File: src/rtl/vlsu_req_issuer_if.sv
// Signal bundle around vlsu_req_issuer: sequencer request side, VLSU request port,
// VLSU completion responses and status outputs.
interface vlsu_req_issuer_if #(
  parameter int unsigned NrIds    = 32'd8,
  parameter int unsigned PayloadW = 32'd128
);
  localparam int unsigned IdW  = $clog2(NrIds);
  localparam int unsigned CntW = $clog2(NrIds + 32'd1);

  logic                seq_valid_i;
  logic                seq_ready_o;
  logic                seq_is_load_i;
  logic [PayloadW-1:0] seq_payload_i;
  logic                pe_req_valid_o;
  logic                pe_req_ready_i;
  logic [IdW-1:0]      pe_req_id_o;
  logic                pe_req_is_load_o;
  logic [PayloadW-1:0] pe_req_payload_o;
  logic                ld_done_valid_i;
  logic [IdW-1:0]      ld_done_id_i;
  logic                st_done_valid_i;
  logic [IdW-1:0]      st_done_id_i;
  logic [CntW-1:0]     ld_cnt_o;
  logic [CntW-1:0]     st_cnt_o;
  logic                idle_o;
  logic                err_o;

  // Issuer view: consumes sequencer requests and completions, drives the VLSU request.
  modport master (
    input  seq_valid_i, seq_is_load_i, seq_payload_i, pe_req_ready_i,
           ld_done_valid_i, ld_done_id_i, st_done_valid_i, st_done_id_i,
    output seq_ready_o, pe_req_valid_o, pe_req_id_o, pe_req_is_load_o, pe_req_payload_o,
           ld_cnt_o, st_cnt_o, idle_o, err_o
  );

  // Environment view: sequencer plus VLSU.
  modport slave (
    output seq_valid_i, seq_is_load_i, seq_payload_i, pe_req_ready_i,
           ld_done_valid_i, ld_done_id_i, st_done_valid_i, st_done_id_i,
    input  seq_ready_o, pe_req_valid_o, pe_req_id_o, pe_req_is_load_o, pe_req_payload_o,
           ld_cnt_o, st_cnt_o, idle_o, err_o
  );
endinterface

File: src/rtl/vlsu_req_issuer.sv
// Admits vector load/store requests, tags them with round-robin reqIds, presents them on a
// registered VLSU request port and tracks outstanding IDs until the VLSU reports completion.
module vlsu_req_issuer #(
  parameter int unsigned NrIds       = 32'd8,
  parameter int unsigned PayloadW    = 32'd128,
  parameter int unsigned MaxLoads    = 32'd4,
  parameter int unsigned MaxStores   = 32'd4,
  parameter bit          StrictOrder = 1'b1
) (
  input logic              clk_i,
  input logic              rst_i,
  vlsu_req_issuer_if.master bus
);
  localparam int unsigned IdW  = $clog2(NrIds);
  localparam int unsigned CntW = $clog2(NrIds + 32'd1);

  logic                valid_r;
  logic [IdW-1:0]      id_r;
  logic                is_load_r;
  logic [PayloadW-1:0] payload_r;
  logic [IdW-1:0]      next_id_r;
  logic [NrIds-1:0]    sb_r;
  logic [NrIds-1:0]    type_r;
  logic [CntW-1:0]     ld_cnt_r;
  logic [CntW-1:0]     st_cnt_r;
  logic                err_r;

  logic free_slot_s;
  logic ld_room_s;
  logic st_room_s;
  logic type_ok_s;
  logic ready_s;
  logic accept_s;
  logic ld_inc_s;
  logic st_inc_s;
  logic ld_ok_s;
  logic st_ok_s;
  logic proto_err_s;

  // Admission and completion qualification, all from registered state plus current inputs.
  always_comb begin
    free_slot_s = !valid_r || bus.pe_req_ready_i;
    ld_room_s   = (ld_cnt_r < CntW'(MaxLoads)) && (!StrictOrder || (st_cnt_r == '0));
    st_room_s   = (st_cnt_r < CntW'(MaxStores)) && (!StrictOrder || (ld_cnt_r == '0));
    if (bus.seq_is_load_i) begin
      type_ok_s = ld_room_s;
    end else begin
      type_ok_s = st_room_s;
    end
    // In-order allocation: a busy next_id stalls issue rather than skipping ahead.
    ready_s     = free_slot_s && !sb_r[next_id_r] && type_ok_s;
    accept_s    = bus.seq_valid_i && ready_s;
    ld_inc_s    = accept_s && bus.seq_is_load_i;
    st_inc_s    = accept_s && !bus.seq_is_load_i;
    ld_ok_s     = bus.ld_done_valid_i && sb_r[bus.ld_done_id_i] && type_r[bus.ld_done_id_i];
    st_ok_s     = bus.st_done_valid_i && sb_r[bus.st_done_id_i] && !type_r[bus.st_done_id_i];
    proto_err_s = (bus.ld_done_valid_i && !ld_ok_s) || (bus.st_done_valid_i && !st_ok_s);
  end

  // Output request register, reqId allocation and sticky error flag.
  always_ff @(posedge clk_i or posedge rst_i) begin
    if (rst_i) begin
      valid_r   <= 1'b0;
      id_r      <= '0;
      is_load_r <= 1'b0;
      payload_r <= '0;
      next_id_r <= '0;
      err_r     <= 1'b0;
    end else begin
      if (free_slot_s) begin
        valid_r <= accept_s;
        if (accept_s) begin
          id_r      <= next_id_r;
          is_load_r <= bus.seq_is_load_i;
          payload_r <= bus.seq_payload_i;
          next_id_r <= next_id_r + IdW'(1);
        end
      end
      if (proto_err_s) begin
        err_r <= 1'b1;
      end
    end
  end

  // Scoreboard, type table and in-flight counters.
  always_ff @(posedge clk_i or posedge rst_i) begin
    if (rst_i) begin
      sb_r     <= '0;
      type_r   <= '0;
      ld_cnt_r <= '0;
      st_cnt_r <= '0;
    end else begin
      // Accept and a valid completion can never target the same ID: accept needs the bit clear.
      if (accept_s) begin
        sb_r[next_id_r]   <= 1'b1;
        type_r[next_id_r] <= bus.seq_is_load_i;
      end
      if (ld_ok_s) begin
        sb_r[bus.ld_done_id_i] <= 1'b0;
      end
      if (st_ok_s) begin
        sb_r[bus.st_done_id_i] <= 1'b0;
      end
      ld_cnt_r <= ld_cnt_r + CntW'(ld_inc_s) - CntW'(ld_ok_s);
      st_cnt_r <= st_cnt_r + CntW'(st_inc_s) - CntW'(st_ok_s);
    end
  end

  assign bus.seq_ready_o      = ready_s;
  assign bus.pe_req_valid_o   = valid_r;
  assign bus.pe_req_id_o      = id_r;
  assign bus.pe_req_is_load_o = is_load_r;
  assign bus.pe_req_payload_o = payload_r;
  assign bus.ld_cnt_o         = ld_cnt_r;
  assign bus.st_cnt_o         = st_cnt_r;
  assign bus.idle_o           = !valid_r && (ld_cnt_r == '0) && (st_cnt_r == '0);
  assign bus.err_o            = err_r;

endmodule

File: src/flat_wrapper.sv
// flat-port wrapper written by rule: the top's interface ports become plain ports
module vlsu_req_issuer_flat 
#(
  parameter int unsigned NrIds       = 32'd8,
  parameter int unsigned PayloadW    = 32'd128,
  parameter int unsigned MaxLoads    = 32'd4,
  parameter int unsigned MaxStores   = 32'd4,
  parameter bit          StrictOrder = 1'b1
)
  (clk_i, rst_i, bus_seq_valid_i, bus_seq_is_load_i, bus_seq_payload_i, bus_pe_req_ready_i, bus_ld_done_valid_i, bus_ld_done_id_i, bus_st_done_valid_i, bus_st_done_id_i, bus_seq_ready_o, bus_pe_req_valid_o, bus_pe_req_id_o, bus_pe_req_is_load_o, bus_pe_req_payload_o, bus_ld_cnt_o, bus_st_cnt_o, bus_idle_o, bus_err_o);
  vlsu_req_issuer_if #(.NrIds(NrIds), .PayloadW(PayloadW)) bus_i ();
  input logic clk_i;
  input logic rst_i;
  input wire logic [$bits(bus_i.seq_valid_i)-1:0] bus_seq_valid_i;
  input wire logic [$bits(bus_i.seq_is_load_i)-1:0] bus_seq_is_load_i;
  input wire logic [$bits(bus_i.seq_payload_i)-1:0] bus_seq_payload_i;
  input wire logic [$bits(bus_i.pe_req_ready_i)-1:0] bus_pe_req_ready_i;
  input wire logic [$bits(bus_i.ld_done_valid_i)-1:0] bus_ld_done_valid_i;
  input wire logic [$bits(bus_i.ld_done_id_i)-1:0] bus_ld_done_id_i;
  input wire logic [$bits(bus_i.st_done_valid_i)-1:0] bus_st_done_valid_i;
  input wire logic [$bits(bus_i.st_done_id_i)-1:0] bus_st_done_id_i;
  output wire logic [$bits(bus_i.seq_ready_o)-1:0] bus_seq_ready_o;
  output wire logic [$bits(bus_i.pe_req_valid_o)-1:0] bus_pe_req_valid_o;
  output wire logic [$bits(bus_i.pe_req_id_o)-1:0] bus_pe_req_id_o;
  output wire logic [$bits(bus_i.pe_req_is_load_o)-1:0] bus_pe_req_is_load_o;
  output wire logic [$bits(bus_i.pe_req_payload_o)-1:0] bus_pe_req_payload_o;
  output wire logic [$bits(bus_i.ld_cnt_o)-1:0] bus_ld_cnt_o;
  output wire logic [$bits(bus_i.st_cnt_o)-1:0] bus_st_cnt_o;
  output wire logic [$bits(bus_i.idle_o)-1:0] bus_idle_o;
  output wire logic [$bits(bus_i.err_o)-1:0] bus_err_o;
  assign bus_i.seq_valid_i = bus_seq_valid_i;
  assign bus_i.seq_is_load_i = bus_seq_is_load_i;
  assign bus_i.seq_payload_i = bus_seq_payload_i;
  assign bus_i.pe_req_ready_i = bus_pe_req_ready_i;
  assign bus_i.ld_done_valid_i = bus_ld_done_valid_i;
  assign bus_i.ld_done_id_i = bus_ld_done_id_i;
  assign bus_i.st_done_valid_i = bus_st_done_valid_i;
  assign bus_i.st_done_id_i = bus_st_done_id_i;
  assign bus_seq_ready_o = bus_i.seq_ready_o;
  assign bus_pe_req_valid_o = bus_i.pe_req_valid_o;
  assign bus_pe_req_id_o = bus_i.pe_req_id_o;
  assign bus_pe_req_is_load_o = bus_i.pe_req_is_load_o;
  assign bus_pe_req_payload_o = bus_i.pe_req_payload_o;
  assign bus_ld_cnt_o = bus_i.ld_cnt_o;
  assign bus_st_cnt_o = bus_i.st_cnt_o;
  assign bus_idle_o = bus_i.idle_o;
  assign bus_err_o = bus_i.err_o;
  vlsu_req_issuer #(.NrIds(NrIds), .PayloadW(PayloadW), .MaxLoads(MaxLoads), .MaxStores(MaxStores), .StrictOrder(StrictOrder)) u_core (.clk_i(clk_i), .rst_i(rst_i), .bus(bus_i));
endmodule
File: config.mk
export PLATFORM = sky130hd
export DESIGN_NAME = vlsu_req_issuer_flat
export DESIGN_NICKNAME = d
export VERILOG_FILES = /design/src/rtl/vlsu_req_issuer_if.sv /design/src/rtl/vlsu_req_issuer.sv /design/src/flat_wrapper.sv
export SDC_FILE = /design/constraint.sdc
export NUM_CORES = 1
export LEC_CHECK = 0
export ABC_AREA = 1
export CORE_ASPECT_RATIO = 1.25
export CORE_UTILIZATION = 30
export CTS_CLUSTER_SIZE = 25
export DETAILED_ROUTE_END_ITERATION = 10
export HOLD_SLACK_MARGIN = 0.02
export PLACE_DENSITY = 0.61
export SYNTH_ARGS = -nofsm -noshare
export SYNTH_HDL_FRONTEND = slang
export SYNTH_SLANG_ARGS = --single-unit
File: constraint.sdc
create_clock -name clk_i -period 15.3 [get_ports clk_i]
set_input_delay 2.295 -clock clk_i [delete_from_list [all_inputs] [get_ports clk_i]]
set_output_delay 2.295 -clock clk_i [all_outputs]
set_load 0.01 [all_outputs]
Word level (Yosys, flattened, before mapping)
Index checks and enable logic that the tools add are counted.

word-level totals
  input bits = 141
  bits in registers = 161

operators by class
  bitwise gates (word level) = 5
  magnitude comparators = 8
  reduce and logical (&&, ||, !) cells = 29
  add/sub/neg operators = 5
  muxes and demuxes = 21

operator list
  operator               count
  $mux W8                3
  $logic_and A1 B1 Y1    18
  $and A8 B8 Y8          2
  $not A8 Y8             2
  $bmux W1 S3            5
  $lt A3 B4 Y1 const B   3
  $demux W1 S3           3
  $ge A3 B1 Y1 const B   3
  $mux W1                9
  $add A4 B1 Y4          2
  $bwmux W8              1
  $logic_not A4 Y1       2
  $lt A4 B3 Y1 const B   2
  $or A8 B8 Y8           1
  $sub A4 B1 Y4          2
  $logic_not A1 Y1       6
  $add A3 B1 Y3 const B  1
  $logic_or A1 B1 Y1     2
  $reduce_and A2 Y1      1

Longest topological paths before layout
  word-level depth = 11
  depth in mapped cells = 16
  gate-level depth less buffers = 14

Worst setup path after synthesis
No wires, ideal clock.

  kind = input port to output port
  start = input port bus_seq_is_load_i
  end = output port bus_seq_ready_o
  slack = 10.083 ns
  data required time = 13.005 ns
  data arrival time = 2.922 ns
  cell stages on the path = 5
  path through = inv_1 nand2_1 nand2_1 nor2_4 and2_1

between the ends
  longest elaborated chain between the ends = 2

RTL lines
  item                 RTL line               text
  start, declared      flat_wrapper.sv:15     input wire logic [$bits(bus_i.seq_is_load_i)-1:0] bus_seq_is_load_i;
  $mux W1              vlsu_req_issuer.sv:45  if (bus.seq_is_load_i) begin
  $logic_and A1 B1 Y1  vlsu_req_issuer.sv:51  ready_s = free_slot_s && !sb_r[next_id_r] && type_ok_s;
  end, declared        flat_wrapper.sv:22     output wire logic [$bits(bus_i.seq_ready_o)-1:0] bus_seq_ready_o;

No other way between the ends.

Worst setup path in the final report
Same ends and word-level chain as after synthesis.

==> run metrics <==
global placer's final weighted congestion 0.885; floorplan core area 23200 um2; Worst path top cell family by delay buffers and inverters; worst min-delay path category reg -> reg; count of cells resized by post-cts repair 0; H-tree lvl count 4; TritonCTS clock tree done; buffers and inverters on the worst path 3; Vias/cell 4.41; CTS hold repair buffers 0; FF-to-FF Start u_core.bus.st_cnt_o[2]; actual slew at the worst max-slew pin 873 ps; count of unique library cells instantiated by Yosys 27; required time at the worst-slack endpoint 13010 ps; share of the synthesized area in the top cell type 0.564; global-route wire length before repair 33.8 mm; unrepaired setup endpoints after global routing no; leak pwr 0.00527 uW; status complete, no violations; worst max-slew margin expressed relative to the limit 0.418; flop-to-flop setup slack 11560 ps; Layout Skew 11.6 ps; Yosys reg bits 161; setup total negative slack 0 ps; part of the Yosys area used for sequential elements 0.564; Warnings, synthesis 0; Worst VDD drop 0.0845 mV; mean instance size in the synthesized netlist 8.18 um2; starting utilization of the core area 0.308; max capacitance violation total 0; Post-DRT Antenna Nets 0; overall power 2000 uW; number of global-route vias before repair 6246; cell type with the highest aggregate area in the netlist dfrtp_1; Post-Syn Nets 1027; post-route minimum period 6490 ps; WL final 21.2 mm; clock-pin transition on the worst setup and hold timing paths 60 ps; Final Cycle Share 0.424; Hold Path Sink u_core.bus.pe_req_payload_o[60]; number of clock sinks 161; cells traversed along the worst timing path clkdlybuf4s50_1 > inv_1 > nand2_1 > nand2_1 > nor2_4 > and2_1 > clkdlybuf4s50_1; Arr. time, crit path 4200 ps; Post-Synthesis Cells 873; floorplan die width 140 um; capturing point of the worst reg2reg path u_core.bus.pe_req_payload_o[56]; maximum net fanout on the critical path 10; sum of net half-perimeters after detailed placement 14.8 mm; pin count of the biggest net entering global routing 95; critical path's largest stage delay 580 ps; power density of the placed cells 188 nW/um2; Remaining Overflow, GRT 0; Clock Tree Root clkbuf_16; Total Routing Usage GR 0.180; share of layout cells above drive strength 1 0.0364; antenna violations before repair 2; source-to-sink clock delay at the later pin of the worst-skew pair 440 ps; crit start category input port; Area Overhead vs Synth 49.3%; die area 24400 um2; top area cells in the synthesized netlist dfrtp_1 56%, nand2_1 25%, nand4_1 2.7%; Final Hold Violating Endpoints 0; Initial DRC Count 288; sort of element at the end of the critical path primary output; Filler Cell Count 2263; Mapped Area 7140 um2; routed length per placed instance 14.7 um; Seq. cell area 4030 um2; DRC viols 0; Pins Over Slew Limit 0; total of buffers placed on input and output ports 284; via count of the routed design 6365; final setup violating endpoints 0; total iterations of the first detailed-routing run 4; Std-Cell Rows 62; Die Y 175 um; Top-Level Pins 285; fmax 154 MHz; count of cells along the worst register-to-register path 11; Min-Delay Startpoint u_core.bus.pe_req_payload_o[60]; CP max stage cell clkdlybuf4s50_1; Num CTS Buffers 17; most frequent cells in the layout 473 x nand2_1, 284 x clkdlybuf4s50_1, 161 x dfrtp_1, 46 x inv_1, 34 x nor2_1; Setup CP Type in -> out; clock tree buffer depth 2; # Post-CTS Setup Buffers 0; Worst Hold Depth 2; most frequent standard cell in the layout excluding fill and tap cells nand2_1; combined area of the multi-input logic cells 2690 um2; net count reported at finish 1294
==> sequential cells by signal, summed over array words and instances, names as in the netlist <==
signal and count:
u_core.bus.ld_cnt_o 4, u_core.bus.pe_req_payload_o 128, u_core.sb_r 8, u_core.bus.pe_req_valid_o 1
u_core.type_r 8, u_core.bus.err_o 1, u_core.bus.pe_req_id_o 3, u_core.bus.st_cnt_o 4
u_core.bus.pe_req_is_load_o 1, u_core.next_id_r 3
==> synth_stat cells (all sizes together) <==
library cell,n
clkbuf,5
clkinv,1
nor3,12
ha,11
nand3,24
xor2,2
xnor2,3
fa,2
nand2,473
or2,2
inv,50
o21ai,20
nand3b,3
nand4,31
dfrtp,161
and2,1
a21oi,2
buf,34
nor2,36
==> how the worst max path moves through the flow <==
stage                                  from          endpoint  cells past startpoint
after floorplan                       rst_i  u_core.bus.err_o                      1
after global placement    bus_seq_is_load_i   bus_seq_ready_o                      7
after detailed placement  bus_seq_is_load_i   bus_seq_ready_o                      7
after CTS                 bus_seq_is_load_i   bus_seq_ready_o                      7
after global routing      bus_seq_is_load_i   bus_seq_ready_o                      7
final                     bus_seq_is_load_i   bus_seq_ready_o                      7
==> metrics by stage <==
| step | setup WS [ps] | cell area, um2 | cells | utilization | hold WS (ps) |
|---|---|---|---|---|---|
| after floorplan | 8660 | 7140 | 873 | - | 441 |
| after global placement | 8830 | 10100 | 1409 | 0.437 | 459 |
| after detailed placement | 8810 | 10100 | 1409 | 0.437 | 462 |
| after CTS | 8800 | 10700 | 1441 | 0.460 | 481 |
| after global routing | 8690 | 10700 | 1441 | 0.460 | 493 |
| final | 8810 | 10700 | 1442 | 0.460 | 476 |
==> power breakdown <==
part           internal, uW  total (uW)  switching, uW  leakage [uW]
sequential              619         738            119       0.00202
clock                   210         386            176      0.000246
combinational           453         878            425       0.00301
==> area by class of cell <==
class | count | share of cell area
flip-flops and latches | 161 | 0.378
repair buffers | 287 | 0.269
multi-input cells | 622 | 0.252
clock buffers | 22 | 0.0426
well taps | 288 | 0.0338
inverters | 51 | 0.0189
clock inverters | 10 | 0.00598
diodes | 1 | 0.000235
==> tightest hold or removal path: stages (launching register included) <==
cell and delay, ps:
dfrtp_1 340, nand2_1 50, nand2_1 60
==> per-layer routing <==
layer	track usage	vias up	wire [um]
met1	0.212	2915	8720
li1	-	3231	-
met5	0	-	15
met4	0.0668	2	380
met2	0.305	192	10800
met3	0.0584	25	1340
==> cell families after synthesis <==
kind of cell / synth area share
simple gates: 0.330
fa+ha+maj: 0.0249
buf+inv: 0.0595
flops: 0.564
compound gates: 0.0154
xor+xnor: 0.00613
Power figures use the tool's default switching activity.
